**src/rtl/mips_pkg.sv**
```systemverilog
// Shared definitions for the MIPS multi-cycle control sequencer:
// opcode / function / REGIMM selector codes, the sequencer state
// encoding and the byte-lane constants used for memory accesses.
package mips_pkg;

    // Width of the internal state encoding.
    localparam int SEQ_STATE_W = 3;

    typedef enum logic [SEQ_STATE_W-1:0] {
        FETCH  = 3'd0,
        EXEC1  = 3'd1,
        EXEC2  = 3'd2,
        MDWAIT = 3'd3,
        HALT   = 3'd4
    } state_t;

    // Primary opcodes (instruction[31:26]).
    localparam logic [5:0] OP_SPECIAL = 6'h00;
    localparam logic [5:0] OP_REGIMM  = 6'h01;
    localparam logic [5:0] OP_J       = 6'h02;
    localparam logic [5:0] OP_JAL     = 6'h03;
    localparam logic [5:0] OP_BEQ     = 6'h04;
    localparam logic [5:0] OP_BNE     = 6'h05;
    localparam logic [5:0] OP_BLEZ    = 6'h06;
    localparam logic [5:0] OP_BGTZ    = 6'h07;
    localparam logic [5:0] OP_ADDIU   = 6'h09;
    localparam logic [5:0] OP_SLTI    = 6'h0A;
    localparam logic [5:0] OP_SLTIU   = 6'h0B;
    localparam logic [5:0] OP_ANDI    = 6'h0C;
    localparam logic [5:0] OP_ORI     = 6'h0D;
    localparam logic [5:0] OP_XORI    = 6'h0E;
    localparam logic [5:0] OP_LUI     = 6'h0F;
    localparam logic [5:0] OP_LB      = 6'h20;
    localparam logic [5:0] OP_LH      = 6'h21;
    localparam logic [5:0] OP_LWL     = 6'h22;
    localparam logic [5:0] OP_LW      = 6'h23;
    localparam logic [5:0] OP_LBU     = 6'h24;
    localparam logic [5:0] OP_LHU     = 6'h25;
    localparam logic [5:0] OP_LWR     = 6'h26;
    localparam logic [5:0] OP_SB      = 6'h28;
    localparam logic [5:0] OP_SH      = 6'h29;
    localparam logic [5:0] OP_SW      = 6'h2B;

    // SPECIAL function codes (instruction[5:0]).
    localparam logic [5:0] FN_SLL   = 6'h00;
    localparam logic [5:0] FN_SRL   = 6'h02;
    localparam logic [5:0] FN_SRA   = 6'h03;
    localparam logic [5:0] FN_SLLV  = 6'h04;
    localparam logic [5:0] FN_SRLV  = 6'h06;
    localparam logic [5:0] FN_SRAV  = 6'h07;
    localparam logic [5:0] FN_JR    = 6'h08;
    localparam logic [5:0] FN_JALR  = 6'h09;
    localparam logic [5:0] FN_MFHI  = 6'h10;
    localparam logic [5:0] FN_MTHI  = 6'h11;
    localparam logic [5:0] FN_MFLO  = 6'h12;
    localparam logic [5:0] FN_MTLO  = 6'h13;
    localparam logic [5:0] FN_MULT  = 6'h18;
    localparam logic [5:0] FN_MULTU = 6'h19;
    localparam logic [5:0] FN_DIV   = 6'h1A;
    localparam logic [5:0] FN_DIVU  = 6'h1B;
    localparam logic [5:0] FN_ADDU  = 6'h21;
    localparam logic [5:0] FN_SUBU  = 6'h23;
    localparam logic [5:0] FN_AND   = 6'h24;
    localparam logic [5:0] FN_OR    = 6'h25;
    localparam logic [5:0] FN_XOR   = 6'h26;
    localparam logic [5:0] FN_NOR   = 6'h27;
    localparam logic [5:0] FN_SLT   = 6'h2A;
    localparam logic [5:0] FN_SLTU  = 6'h2B;

    // REGIMM selectors (instruction[20:16]).
    localparam logic [4:0] RT_BLTZ   = 5'h00;
    localparam logic [4:0] RT_BGEZ   = 5'h01;
    localparam logic [4:0] RT_BLTZAL = 5'h10;
    localparam logic [4:0] RT_BGEZAL = 5'h11;

    // Byte-lane enables.
    localparam logic [3:0] BE_WORD    = 4'b1111;
    localparam logic [3:0] BE_HALF_LO = 4'b0011;
    localparam logic [3:0] BE_HALF_HI = 4'b1100;
    localparam logic [3:0] BE_BYTE0   = 4'b0001;

endpackage

```
**src/rtl/mips_sequencer_if.sv**
```systemverilog
// Memory-side bus of the sequencer: effective-address low bits and
// stall in, read/write strobes and byte lanes out.
interface mips_sequencer_if;
    logic [1:0] addr_lo;
    logic       waitrequest;
    logic       MemRead;
    logic       MemWrite;
    logic [3:0] ByteEn;

    modport master (
        input  addr_lo,
        input  waitrequest,
        output MemRead,
        output MemWrite,
        output ByteEn
    );

    modport slave (
        output addr_lo,
        output waitrequest,
        input  MemRead,
        input  MemWrite,
        input  ByteEn
    );
endinterface

```
**src/rtl/mips_instr_class.sv**
```systemverilog
// Combinational instruction classifier. Sorts the instruction register
// into the handful of classes the sequencer cares about. LWL/LWR are
// loads with no size flag set: they use all four lanes and are exempt
// from the alignment check. ADD/SUB/ADDI (overflow traps) and all
// coprocessor opcodes are outside the supported subset and decode as
// undefined.
module mips_instr_class
    import mips_pkg::*;
(
    input  logic [31:0] instruction,
    output logic        is_load,
    output logic        is_store,
    output logic        is_word,
    output logic        is_half,
    output logic        is_byte,
    output logic        is_muldiv,
    output logic        writes_reg,
    output logic        undefined
);
    logic [5:0]  opcode;
    logic [5:0]  fncode;
    logic [4:0]  rt;
    logic [14:0] unused_fields;

    assign opcode        = instruction[31:26];
    assign fncode        = instruction[5:0];
    assign rt            = instruction[20:16];
    assign unused_fields = {instruction[25:21], instruction[15:6]};

    // Map opcode/function/rt onto class flags.
    always_comb begin
        // NOTE: every output gets a default before the case so no path leaves it unassigned (no latch).
        is_load    = 1'b0;
        is_store   = 1'b0;
        is_word    = 1'b0;
        is_half    = 1'b0;
        is_byte    = 1'b0;
        is_muldiv  = 1'b0;
        writes_reg = 1'b0;
        undefined  = 1'b0;
        case (opcode)
            OP_SPECIAL: begin
                case (fncode)
                    FN_SLL, FN_SRL, FN_SRA, FN_SLLV, FN_SRLV, FN_SRAV,
                    FN_JALR, FN_MFHI, FN_MFLO, FN_ADDU, FN_SUBU,
                    FN_AND, FN_OR, FN_XOR, FN_NOR, FN_SLT, FN_SLTU:
                        writes_reg = 1'b1;
                    FN_JR, FN_MTHI, FN_MTLO: ;
                    FN_MULT, FN_MULTU, FN_DIV, FN_DIVU:
                        is_muldiv = 1'b1;
                    default: undefined = 1'b1;
                endcase
            end
            OP_REGIMM: begin
                case (rt)
                    RT_BLTZ, RT_BGEZ: ;
                    RT_BLTZAL, RT_BGEZAL: writes_reg = 1'b1;
                    default: undefined = 1'b1;
                endcase
            end
            OP_J, OP_BEQ, OP_BNE, OP_BLEZ, OP_BGTZ: ;
            OP_JAL, OP_ADDIU, OP_SLTI, OP_SLTIU, OP_ANDI, OP_ORI,
            OP_XORI, OP_LUI:
                writes_reg = 1'b1;
            OP_LB, OP_LBU: begin
                is_load = 1'b1; is_byte = 1'b1; writes_reg = 1'b1;
            end
            OP_LH, OP_LHU: begin
                is_load = 1'b1; is_half = 1'b1; writes_reg = 1'b1;
            end
            OP_LW: begin
                is_load = 1'b1; is_word = 1'b1; writes_reg = 1'b1;
            end
            OP_LWL, OP_LWR: begin
                is_load = 1'b1; writes_reg = 1'b1;
            end
            OP_SB: begin is_store = 1'b1; is_byte = 1'b1; end
            OP_SH: begin is_store = 1'b1; is_half = 1'b1; end
            OP_SW: begin is_store = 1'b1; is_word = 1'b1; end
            default: undefined = 1'b1;
        endcase
    end
endmodule

```
**src/rtl/mips_sequencer.sv**
```systemverilog
// Multi-cycle control sequencer for the MIPS core. Owns the state
// register, the MULT/DIV latency counter and the sticky fault flag;
// all datapath strobes are decoded combinationally from those plus the
// instruction register and are forced low while rst_n is asserted.
// Build option: define MIPS_SEQ_MEM_WAIT_EN to let waitrequest stall
// FETCH and EXEC2; otherwise memory is fixed-latency and waitrequest
// is ignored. MULDIV_LATENCY legal range is 1..63.
module mips_sequencer
    import mips_pkg::*;
#(
    parameter int MULDIV_LATENCY = 32,
    parameter int STATE_W        = 3
) (
    input  logic               clk,
    input  logic               rst_n,
    input  logic [31:0]        instruction,
    input  logic [31:0]        pc,
    mips_sequencer_if.master   mem,
    output logic [STATE_W-1:0] state,
    output logic               active,
    output logic               fault,
    output logic               RegWrite,
    output logic               HiLoWrite,
    output logic               CntEn
);
    localparam int             CNT_W    = $clog2(MULDIV_LATENCY + 1);
    localparam logic [CNT_W-1:0] CNT_LOAD = CNT_W'(MULDIV_LATENCY - 1);

    state_t           cur_state, nxt_state;
    logic [CNT_W-1:0] count, count_nxt;
    logic             fault_q, fault_nxt;

    logic is_load, is_store, is_word, is_half, is_byte;
    logic is_muldiv, writes_reg, undefined;
    logic misaligned, stall;
    logic [3:0] lane_be;
    logic rd_c, wr_c, rw_c, hl_c, ce_c, act_c;
    logic [3:0] be_c;

    mips_instr_class u_class (
        .instruction (instruction),
        .is_load     (is_load),
        .is_store    (is_store),
        .is_word     (is_word),
        .is_half     (is_half),
        .is_byte     (is_byte),
        .is_muldiv   (is_muldiv),
        .writes_reg  (writes_reg),
        .undefined   (undefined)
    );

`ifdef MIPS_SEQ_MEM_WAIT_EN
    assign stall = mem.waitrequest;
`else
    logic unused_waitrequest;
    assign unused_waitrequest = mem.waitrequest;
    assign stall = 1'b0;
`endif

    assign misaligned = (is_word && (mem.addr_lo != 2'b00)) || (is_half && mem.addr_lo[0]);
    assign lane_be    = is_half ? (mem.addr_lo[1] ? BE_HALF_HI : BE_HALF_LO)
                      : is_byte ? (BE_BYTE0 << mem.addr_lo)
                      : BE_WORD;

    // State, latency counter and sticky fault registers.
    always_ff @(posedge clk or negedge rst_n) begin
        if (!rst_n) begin
            cur_state <= FETCH;
            count     <= '0;
            fault_q   <= 1'b0;
        end else begin
            // NOTE: non-blocking updates so every flop samples the pre-edge values.
            cur_state <= nxt_state;
            count     <= count_nxt;
            fault_q   <= fault_nxt;
        end
    end

    // Next-state and strobe decode.
    always_comb begin
        nxt_state = cur_state;
        count_nxt = count;
        fault_nxt = fault_q;
        rd_c      = 1'b0;
        wr_c      = 1'b0;
        be_c      = 4'b0000;
        rw_c      = 1'b0;
        hl_c      = 1'b0;
        ce_c      = 1'b0;
        act_c     = 1'b1;
        unique case (cur_state)
            FETCH: begin
                if (pc == 32'd0) begin
                    act_c     = 1'b0;
                    nxt_state = HALT;
                end else begin
                    rd_c = 1'b1;
                    be_c = BE_WORD;
                    if (!stall) nxt_state = EXEC1;
                end
            end
            EXEC1: begin
                if (undefined || misaligned) begin
                    fault_nxt = 1'b1;
                    nxt_state = HALT;
                end else if (is_muldiv) begin
                    count_nxt = CNT_LOAD;
                    nxt_state = MDWAIT;
                end else if (is_load || is_store) begin
                    nxt_state = EXEC2;
                end else begin
                    rw_c      = writes_reg;
                    ce_c      = 1'b1;
                    nxt_state = FETCH;
                end
            end
            EXEC2: begin
                rd_c = is_load;
                wr_c = is_store;
                be_c = lane_be;
                if (!stall) begin
                    rw_c      = is_load;
                    ce_c      = 1'b1;
                    nxt_state = FETCH;
                end
            end
            MDWAIT: begin
                if (count == '0) begin
                    hl_c      = 1'b1;
                    ce_c      = 1'b1;
                    nxt_state = FETCH;
                end else begin
                    count_nxt = count - CNT_W'(1);
                end
            end
            HALT: act_c = 1'b0;
            default: begin
                act_c     = 1'b0;
                nxt_state = HALT;
            end
        endcase
    end

    assign mem.MemRead  = rst_n & rd_c;
    assign mem.MemWrite = rst_n & wr_c;
    assign mem.ByteEn   = rst_n ? be_c : 4'b0000;
    assign RegWrite     = rst_n & rw_c;
    assign HiLoWrite    = rst_n & hl_c;
    assign CntEn        = rst_n & ce_c;
    assign active       = rst_n & act_c;
    assign fault        = fault_q;
    assign state        = STATE_W'(cur_state);

endmodule

```
**src/flat_wrapper.sv**
```systemverilog
// flat-port wrapper written by rule: the top's interface ports become plain ports
module mips_sequencer_flat import mips_pkg::*;
#(
    parameter int MULDIV_LATENCY = 32,
    parameter int STATE_W        = 3
)
  (clk, rst_n, instruction, pc, state, active, fault, RegWrite, HiLoWrite, CntEn, mem_addr_lo, mem_waitrequest, mem_MemRead, mem_MemWrite, mem_ByteEn);
  mips_sequencer_if mem_i ();
  input  logic clk;
  input  logic rst_n;
  input  logic [31:0] instruction;
  input  logic [31:0] pc;
  output logic [STATE_W-1:0] state;
  output logic active;
  output logic fault;
  output logic RegWrite;
  output logic HiLoWrite;
  output logic CntEn;
  input wire logic [$bits(mem_i.addr_lo)-1:0] mem_addr_lo;
  input wire logic [$bits(mem_i.waitrequest)-1:0] mem_waitrequest;
  output wire logic [$bits(mem_i.MemRead)-1:0] mem_MemRead;
  output wire logic [$bits(mem_i.MemWrite)-1:0] mem_MemWrite;
  output wire logic [$bits(mem_i.ByteEn)-1:0] mem_ByteEn;
  assign mem_i.addr_lo = mem_addr_lo;
  assign mem_i.waitrequest = mem_waitrequest;
  assign mem_MemRead = mem_i.MemRead;
  assign mem_MemWrite = mem_i.MemWrite;
  assign mem_ByteEn = mem_i.ByteEn;
  mips_sequencer #(.MULDIV_LATENCY(MULDIV_LATENCY), .STATE_W(STATE_W)) u_core (.clk(clk), .rst_n(rst_n), .instruction(instruction), .pc(pc), .mem(mem_i), .state(state), .active(active), .fault(fault), .RegWrite(RegWrite), .HiLoWrite(HiLoWrite), .CntEn(CntEn));
endmodule
```
**config.mk**
```make
export PLATFORM = sky130hd
export DESIGN_NAME = mips_sequencer_flat
export DESIGN_NICKNAME = d
export VERILOG_FILES = /design/src/rtl/mips_pkg.sv /design/src/rtl/mips_sequencer_if.sv /design/src/rtl/mips_instr_class.sv /design/src/rtl/mips_sequencer.sv /design/src/flat_wrapper.sv
export SDC_FILE = /design/constraint.sdc
export NUM_CORES = 1
export LEC_CHECK = 0
export ABC_AREA = 1
export BUFFER_PORTS_ARGS = -buffer_cell sky130_fd_sc_hd__buf_2
export CORE_MARGIN = 10
export CORE_UTILIZATION = 40
export DETAILED_ROUTE_END_ITERATION = 16
export HOLD_SLACK_MARGIN = 0.06
export PLACE_DENSITY = 0.75
export SETUP_SLACK_MARGIN = 0.15
export SYNTH_ARGS = -nofsm -noshare
export SYNTH_HDL_FRONTEND = slang
export SYNTH_HIERARCHICAL = 1
export SYNTH_SLANG_ARGS = --single-unit
```
**constraint.sdc**
```tcl
create_clock -name clk -period 3.85 [get_ports clk]
set_clock_uncertainty 0.05 [all_clocks]
set_input_delay 0.1925 -clock clk [delete_from_list [all_inputs] [get_ports clk]]
set_output_delay 0.1925 -clock clk [all_outputs]
set_load 0.02 [all_outputs]
```
Word-level counts from Yosys, hierarchy flattened
Index checks and enable logic that the tools add are counted.

$add $sub $neg: 1. Equality and inequality tests: 58. Shift operators: 1. Mux-type cells: 43. Bitwise logic cells: 7. Reduce and logical (&&, ||, !) cells: 29.

Operator list (number): 6-bit == test (second input constant) (18); 6-bit by 4-bit == test with 1-bit output (second input constant) (9); 6-bit by 5-bit == test with 1-bit output (second input constant) (8); 6-bit by 3-bit == test with 1-bit output (second input constant) (7); 32-bit zero test (1); 6-bit by 2-bit == test with 1-bit output (second input constant) (4); 24-bit OR reduction (1); 23-bit OR reduction (1); 1-bit two-way mux (21); 4-bit two-way mux (5); 6-bit zero test (3); 6-bit two-way mux (3); 17-bit OR reduction (1); 3-bit case mux with 5 select lines (1); 15-bit OR reduction (1); 3-bit two-way mux (4); 6-bit case mux with 2 select lines (1); 3-bit OR reduction (4); 5-bit == test (second input constant) (2); 1-bit case mux with 3 select lines (3); 4-bit case mux with 2 select lines (1); 4-bit OR reduction (2); 7-bit OR reduction (1); 1-bit bitwise AND (6); 20 further kinds (31).

Flip-flop bits (word level): 10. Output and inout bits: 14.

Longest topological paths before layout
Gate-level depths: netlist of the first run.

Depth after elaboration: 9. Gate-level depth with buffers: 16. Mapped depth without buffers: 16.

Modules after synthesis
Netlist of the first run, hierarchy kept.

By module, submodules not included: mips_sequencer (instances 1, cells each 132, area each 868.3 sq um); mips_instr_class (instances 1, cells each 108, area each 473.0 sq um).

Worst setup path after synthesis of the first run
OpenSTA, ideal clock, no wires.

Path type: input-to-output. Start point: in instruction[26]. End point: out RegWrite. Arrival: 1.555 ns. Slack: 2.052 ns. Stages on the path: 13. Path buffers: 0. Cells stage by stage: inv_2 -> nand2_4 -> o21ai_0 -> nand2_1 -> nand2_1 -> nor2_1 -> nand2_1 -> nand3_1 -> a21oi_1 -> nand2_1 -> nor2_4 -> nand3_1 -> a21oi_1.

Elaborated cells between the ends (all ways): 48. Classes of those cells: 24 x eq/ne; 11 x mux; 1 x bitwise; 12 x reduce/logical.

RTL lines: start: declaration (RTL line flat_wrapper.sv:11) `input logic [31:0] instruction;`; 6-bit == test, or another cell as far along (RTL line mips_instr_class.sv:41) `case (opcode)`; 23-bit OR reduction (no line); 1-bit case mux with 3 select lines (*) (RTL line mips_instr_class.sv:41); via u_core.undefined (RTL line mips_sequencer.sv:34) `logic is_muldiv, writes_reg, undefined;`; 1-bit logical OR (*) (RTL line mips_sequencer.sv:103) `if (undefined || misaligned) begin`; 1-bit two-way mux (*) (RTL line mips_sequencer.sv:103); 1-bit case mux with 2 select lines (*) (RTL line mips_sequencer.sv:91) `unique case (cur_state)`; 1-bit bitwise AND (*) (RTL line mips_sequencer.sv:147) `assign RegWrite = rst_n & rw_c;`; end: declaration (RTL line flat_wrapper.sv:16) `output logic RegWrite;`.

The timed path passes the listed nets; every way through them passes the cells marked *.

Final worst setup path of the first run
Same ends and word-level chain as after synthesis.

==> flow_summary.ini, run 1 <==
[outcome]
outcome = completed

[pwr]
ir_worst_vdd_mv = 0.1065
cellPowerDensity_mw_per_mm2 = 158.1
p_leak_nw = 0.9716

[final_layout]
antenna_cells = 0
fill_cells = 329
drive_gt1_frac = 0.2894
nets = 383
fin_util = 0.5668
areaGrowthSynthToFinish_pct = 32.18
multiInputGateArea_um2 = 973.4
regArea_um2 = 250.2

[route]
antenna_left = 0
wire_per_inst_um = 11.23
via_count = 1704
wl_met2_mm = 1.675
dr.first_iter.drc_count = 93
dr.pass1.iters = 4
avgViaCountPerCell = 4.800
wirelength_met1_mm = 1.854
top_layer = met4
drc = 0
wl_met3_um = 442
drt_wl_total_mm = 3.987

[synthesis]
synthArstFlopShare = 1.000
synth-seq-cells = 10
synth_edf_count = 0
yosys_warnings = 6
avgSynthCellArea_um2 = 5.589
syn_nets = 311
seq_area_frac_synth = 0.1866
ys.flop_type = dfrtp_1
synthDistinctLibCells = 27
netlist_area_mm2 = 0.001341
netlist_instances = 240

[placed_design]
place_congestion = 0.8373
post-dp-hpwl_mm = 3.404
io_buffers = 66

[sta]
rsz0062_at_grt = no
max_freq_mhz = 467.1
setup_viol = 0
fin_tns_setup_ps = 0
final_max_slew_viol_count = 0
hold_viol_final = 0
final.period_utilization = 0.5561
period_minus_slack_ps = 2141
slew_headroom = 0.5709
worst_pin_slew_ps = 637.8

[setup_path]
cp.required_ps = 3610
worstPathMaxFanout = 6
cp-start-kind = primary input
end_kind = output port
r2r_slack_ps = 2390
critical_path_class = in2out
r2r_cells = 6
arrival_ps = 1900

[die]
row_count = 20
pin_count = 83
die-area_mm2 = 0.006069
die_x_um = 77.91
core-area_mm2 = 0.003128
initial_utilization = 0.4288
die_h_um = 77.91

[global_route]
grt_overflow = 0
gr-usage-all-layers = 0.1252
antenna_found_initial = 0
grt_pass1_vias = 1549
grt_pass1_wl_mm = 6.644
grt_max_degree = 13

[clock_network]
cts_setup_buffers = 0
clock-root-buffer = clkbuf_4
clkSinkCount = 10
clock_latency_ps = 260
cts_tree = built
htree_levels = 1
cts.path.max_buffers = 2
clkTransAtPathRegs_ps = 70
cts_buffers = 3

[job]
drv_cap = 0

[worst_hold_path]
hold_path.class = in2async
[final timing paths]
path	startpoint	to
min	rst_n	u_core/count[4]
max	instruction[26]	RegWrite
min in group clk	mem_addr_lo[1]	u_core/state[1]
max reg2reg	u_core/count[0]	u_core/count[1]
min reg2reg	u_core/fault	u_core/fault
max in group asynchronous	rst_n	u_core/state[2]
[logic make-up after synthesis]
family / synth area share
simple gates: 0.5616
compound gates: 0.1325
buf+inv: 0.08768
flops: 0.1866
xor+xnor: 0.01306
fa+ha+maj: 0.01865
[per-stage QoR]
step                total power [mW]  cells  worst slack, ps  hold WS, ps  area [um^2]
finish                        0.2803    355             1709        265.7         1773
detailed placement            0.1876    350             1732        23.78         1727
global placement              0.1869    350             1722        23.24         1727
global route                  0.3028    355             1478        273.5         1773
floorplan                     0.1466    240             2052       -153.1         1341
CTS                           0.2841    355             1724        264.4         1773
[report_power, final]
| group | internal, mW | total (mW) | switching, mW |
|---|---|---|---|
| logic | 0.0350 | 0.0819 | 0.0469 |
| clock network | 0.0574 | 0.0934 | 0.0360 |
| registers | 0.105 | 0.105 | 0 |
[layout by cell type, fill, tap and decap left out, drive strengths merged, types with 2 or more instances in the layout]
master  instances
a21oi          13
o21ai          15
clkinv          2
xor2            2
nand4           2
ha              2
dfrtp          10
nor2           59
nor3            5
nand3b          2
buf            66
nand3          30
o31ai           2
clkbuf          4
nand2          64
inv            29
[layout make-up]
type | count | area share
Clock buffer | 4 | 0.02047
Inverter | 31 | 0.06634
Multi-Input combinational cell | 199 | 0.5490
Sequential cell | 10 | 0.1411
Tap cell | 44 | 0.03105
Timing Repair Buffer | 67 | 0.1920
[state kept, by name, indices dropped and copies added, names as in the netlist]
register	flops
u_core/state	3
u_core/fault	1
u_core/count	6
[metal layers]
metal	up-vias	GRT usage
met5	-	0
met4	0	0.03226
met3	2	0.05415
met2	64	0.2032
met1	716	0.1478
li1	922	-
[cells in the mapped netlist, types with 4 or more instances]
library cell | instances | area, um^2
nand2_1 | 59 | 221.5
nor2_1 | 55 | 206.5
nand3_1 | 27 | 135.1
inv_1 | 26 | 97.59
a21oi_1 | 13 | 65.06
dfrtp_1 | 10 | 250.2
o21ai_0 | 7 | 35.03
nor3_1 | 5 | 25.02
o21ai_1 | 4 | 20.02
o21ai_2 | 4 | 35.03
[critical path, stage by stage]
cell and delay, ps:
buf_2 130, inv_2 110, nand2_4 80, o21ai_0 230, nand2_1 80, nand2_1 60, nor2_1 40, nand2_1 50
nand3_1 80, a21oi_1 130, nand2_1 130, nor2_4 150, nand3_1 80, a21oi_1 170, buf_2 190
[repair_timing]
| action | 4_1_cts | 5_1_grt |
|---|---|---|
| gates resized for setup | 0 | 0 |
| hold buffers | 1 | 0 |
| hold endpoints to repair | 10 | 0 |
Power figures use the tool's default switching activity.
==> inputs of run 2 (changes only) <==
--- a/config.mk
+++ b/config.mk
@@ -8,10 +8,10 @@
 export ABC_AREA = 1
 export BUFFER_PORTS_ARGS = -buffer_cell sky130_fd_sc_hd__buf_2
 export CORE_MARGIN = 10
-export CORE_UTILIZATION = 40
+export CORE_UTILIZATION = 39
 export DETAILED_ROUTE_END_ITERATION = 16
 export HOLD_SLACK_MARGIN = 0.06
-export PLACE_DENSITY = 0.75
+export PLACE_DENSITY = 0.77
 export SETUP_SLACK_MARGIN = 0.15
 export SYNTH_ARGS = -nofsm -noshare
 export SYNTH_HDL_FRONTEND = slang
==> constraint.sdc (replaced) <==
create_clock -name clk -period 1.84 [get_ports clk]
set_clock_uncertainty 0.05 [all_clocks]
set_input_delay 0.092 -clock clk [delete_from_list [all_inputs] [get_ports clk]]
set_output_delay 0.092 -clock clk [all_outputs]
set_load 0.02 [all_outputs]
==> run 2 against run 1 <==
  * Utilization grew 8.0 points
  * Final area grew 22%
  * First-iteration DRC count grew 69%
  * Via count grew 15%
  * Routed wire length grew 28%
  * Final cell count grew 5.9%
  * Setup slack lost 1700 ps
  * Die area grew 1.9%
  * Clock-buffer cell count shrank 1
  * Critical endpoint unchanged
==> flow_summary.ini, run 2 (synthesis gave the netlist of run 1 again) <==
[setup_path]
reg2reg_to = u_core/count[4]
r2r_slack_ps = 290
end_kind = output port
cp_top_family = simple AND/OR/NAND/NOR gates
arrival_ps = 1670
critPathSlowestCell = buf_4
worstPathMaxFanout = 4
critical_path_class = in2out
cp.required_ps = 1700
slowest_delay_ps = 170
cp-start-kind = primary input
r2r_start = u_core/count[0]
crit_top_cell = nor2_4
path_buf_inv = 3
worstPathCellList = buf_4, nor2_4, nand2_2, nor2_4, inv_1, nand2_1, nor2_1, nand2_1, nand3_2, a21oi_2, nand2_2, nor2_4, nand3_2, a21oi_2, buf_4
r2r_cells = 8

[clock_network]
htree_levels = 1
cts.path.max_buffers = 2
cts_tree = built
clkTransAtPathRegs_ps = 60
clock-root-buffer = clkbuf_4
cts_buffers = 3
clock_latency_ps = 250
clkSinkCount = 10

[final_layout]
fill_cells = 291
top_register = u_core/count
fin_util = 0.6464
drive_gt1_frac = 0.4545
nets = 403
largest_reg_flops = 6
areaGrowthSynthToFinish_pct = 60.82
final_common_cell = buf_2
final_cell_mix = buf_2, nand2_1, nor2_1
antenna_cells = 0

[job]
drv_cap = 0

[route]
wire_per_inst_um = 13.60
drt_wl_total_mm = 5.114
dr.first_iter.drc_count = 157
antenna_left = 0
dr.pass1.iters = 5
drc = 0
via_count = 1964
avgViaCountPerCell = 5.223

[global_route]
grt_max_degree = 12
grt_pass1_vias = 1773
grt_pass1_wl_mm = 7.479
grt_overflow = 0
antenna_found_initial = 0
gr-usage-all-layers = 0.1402

[die]
initial_utilization = 0.4019
die_h_um = 78.65
core-area_mm2 = 0.003337
die-area_mm2 = 0.006185
row_count = 21
pin_count = 83
die_x_um = 78.65

[sta]
final.period_utilization = 0.9866
max_freq_mhz = 550.8
period_minus_slack_ps = 1815
final_max_slew_viol_count = 0
fin_tns_setup_ps = 0
hold_viol_final = 0
rsz0062_at_grt = yes
setup_viol = 0
slew_headroom = 0.7753
worst_pin_slew_ps = 335.0

[pwr]
p_leak_nw = 1.085
cellPowerDensity_mw_per_mm2 = 290.0
ir_worst_vdd_mv = 0.1161

[worst_hold_path]
hold_path.class = in2async

[outcome]
outcome = completed

[placed_design]
post-dp-hpwl_mm = 3.490
io_buffers = 66
place_congestion = 0.8968
-- run 2: changes by cell type in the layout (fill, tap and decap cells not counted), sizes merged --
cell	delta
buf	+20
clkbuf	-1
-- run 2: tightest hold or removal path: cells and delay by family --
family,cells,cell delay [ps]
buffers and inverters,3,810
-- run 2: power by group --
part	total, mW	switching [mW]	internal [mW]
logic	0.266	0.144	0.122
registers	0.220	0	0.220
clock network	0.140	0.0647	0.0750
-- run 2: cell type report --
| type | count | area (um^2) | share of cell area |
|---|---|---|---|
| sequential | 10 | 251.5 | 0.1166 |
| inverter | 31 | 137.6 | 0.06381 |
| multi-input combinational | 199 | 1137 | 0.5273 |
| timing repair buffer | 87 | 550.5 | 0.2552 |
| clock buffer | 3 | 22.52 | 0.01044 |
| tap | 46 | 57.56 | 0.02668 |
-- run 2: per-layer routing --
metal | GRT usage | up-vias | part of all wire
li1 | - | 959 | -
met3 | 0.05011 | 23 | 0.14
met2 | 0.2475 | 137 | 0.45
met1 | 0.1479 | 845 | 0.37
met4 | 0.05735 | 0 | 0.035
met5 | 0 | - | 0
-- run 2: how the worst max path moves through the flow --
stage / startpoint / endpoint / depth (start not counted)
3_5_place_dp: instruction[28] / u_core/count[1] / 15
5_1_grt: instruction[31] / RegWrite / 15
4_1_cts: instruction[28] / RegWrite / 15
6_report: instruction[31] / RegWrite / 15
3_3_place_gp: instruction[28] / u_core/count[1] / 15
2_1_floorplan: instruction[26] / RegWrite / 13
-- run 2: repair_timing --
item	CTS	global route
endpoints found under the setup margin	2	11
hold endpoints to repair	10	0
setup buffers	4	11
pin swaps	11	10
resized for setup	41	38
hold buffers	1	0
-- run 2: metrics by stage --
stage / power, mW / instance area (um^2) / cells / worst slack (ps) / hold slack, ps
global placement: 0.3987 / 1767 / 357 / 23.37 / -19.61
detailed placement: 0.4010 / 1767 / 357 / -20.04 / -18.47
global route: 0.6692 / 2157 / 376 / -54.21 / 242.2
CTS: 0.5796 / 1959 / 365 / 137.8 / 246.7
finish: 0.6256 / 2157 / 376 / 24.62 / 245.9
floorplan: 0.3067 / 1341 / 240 / 243.3 / -253.6
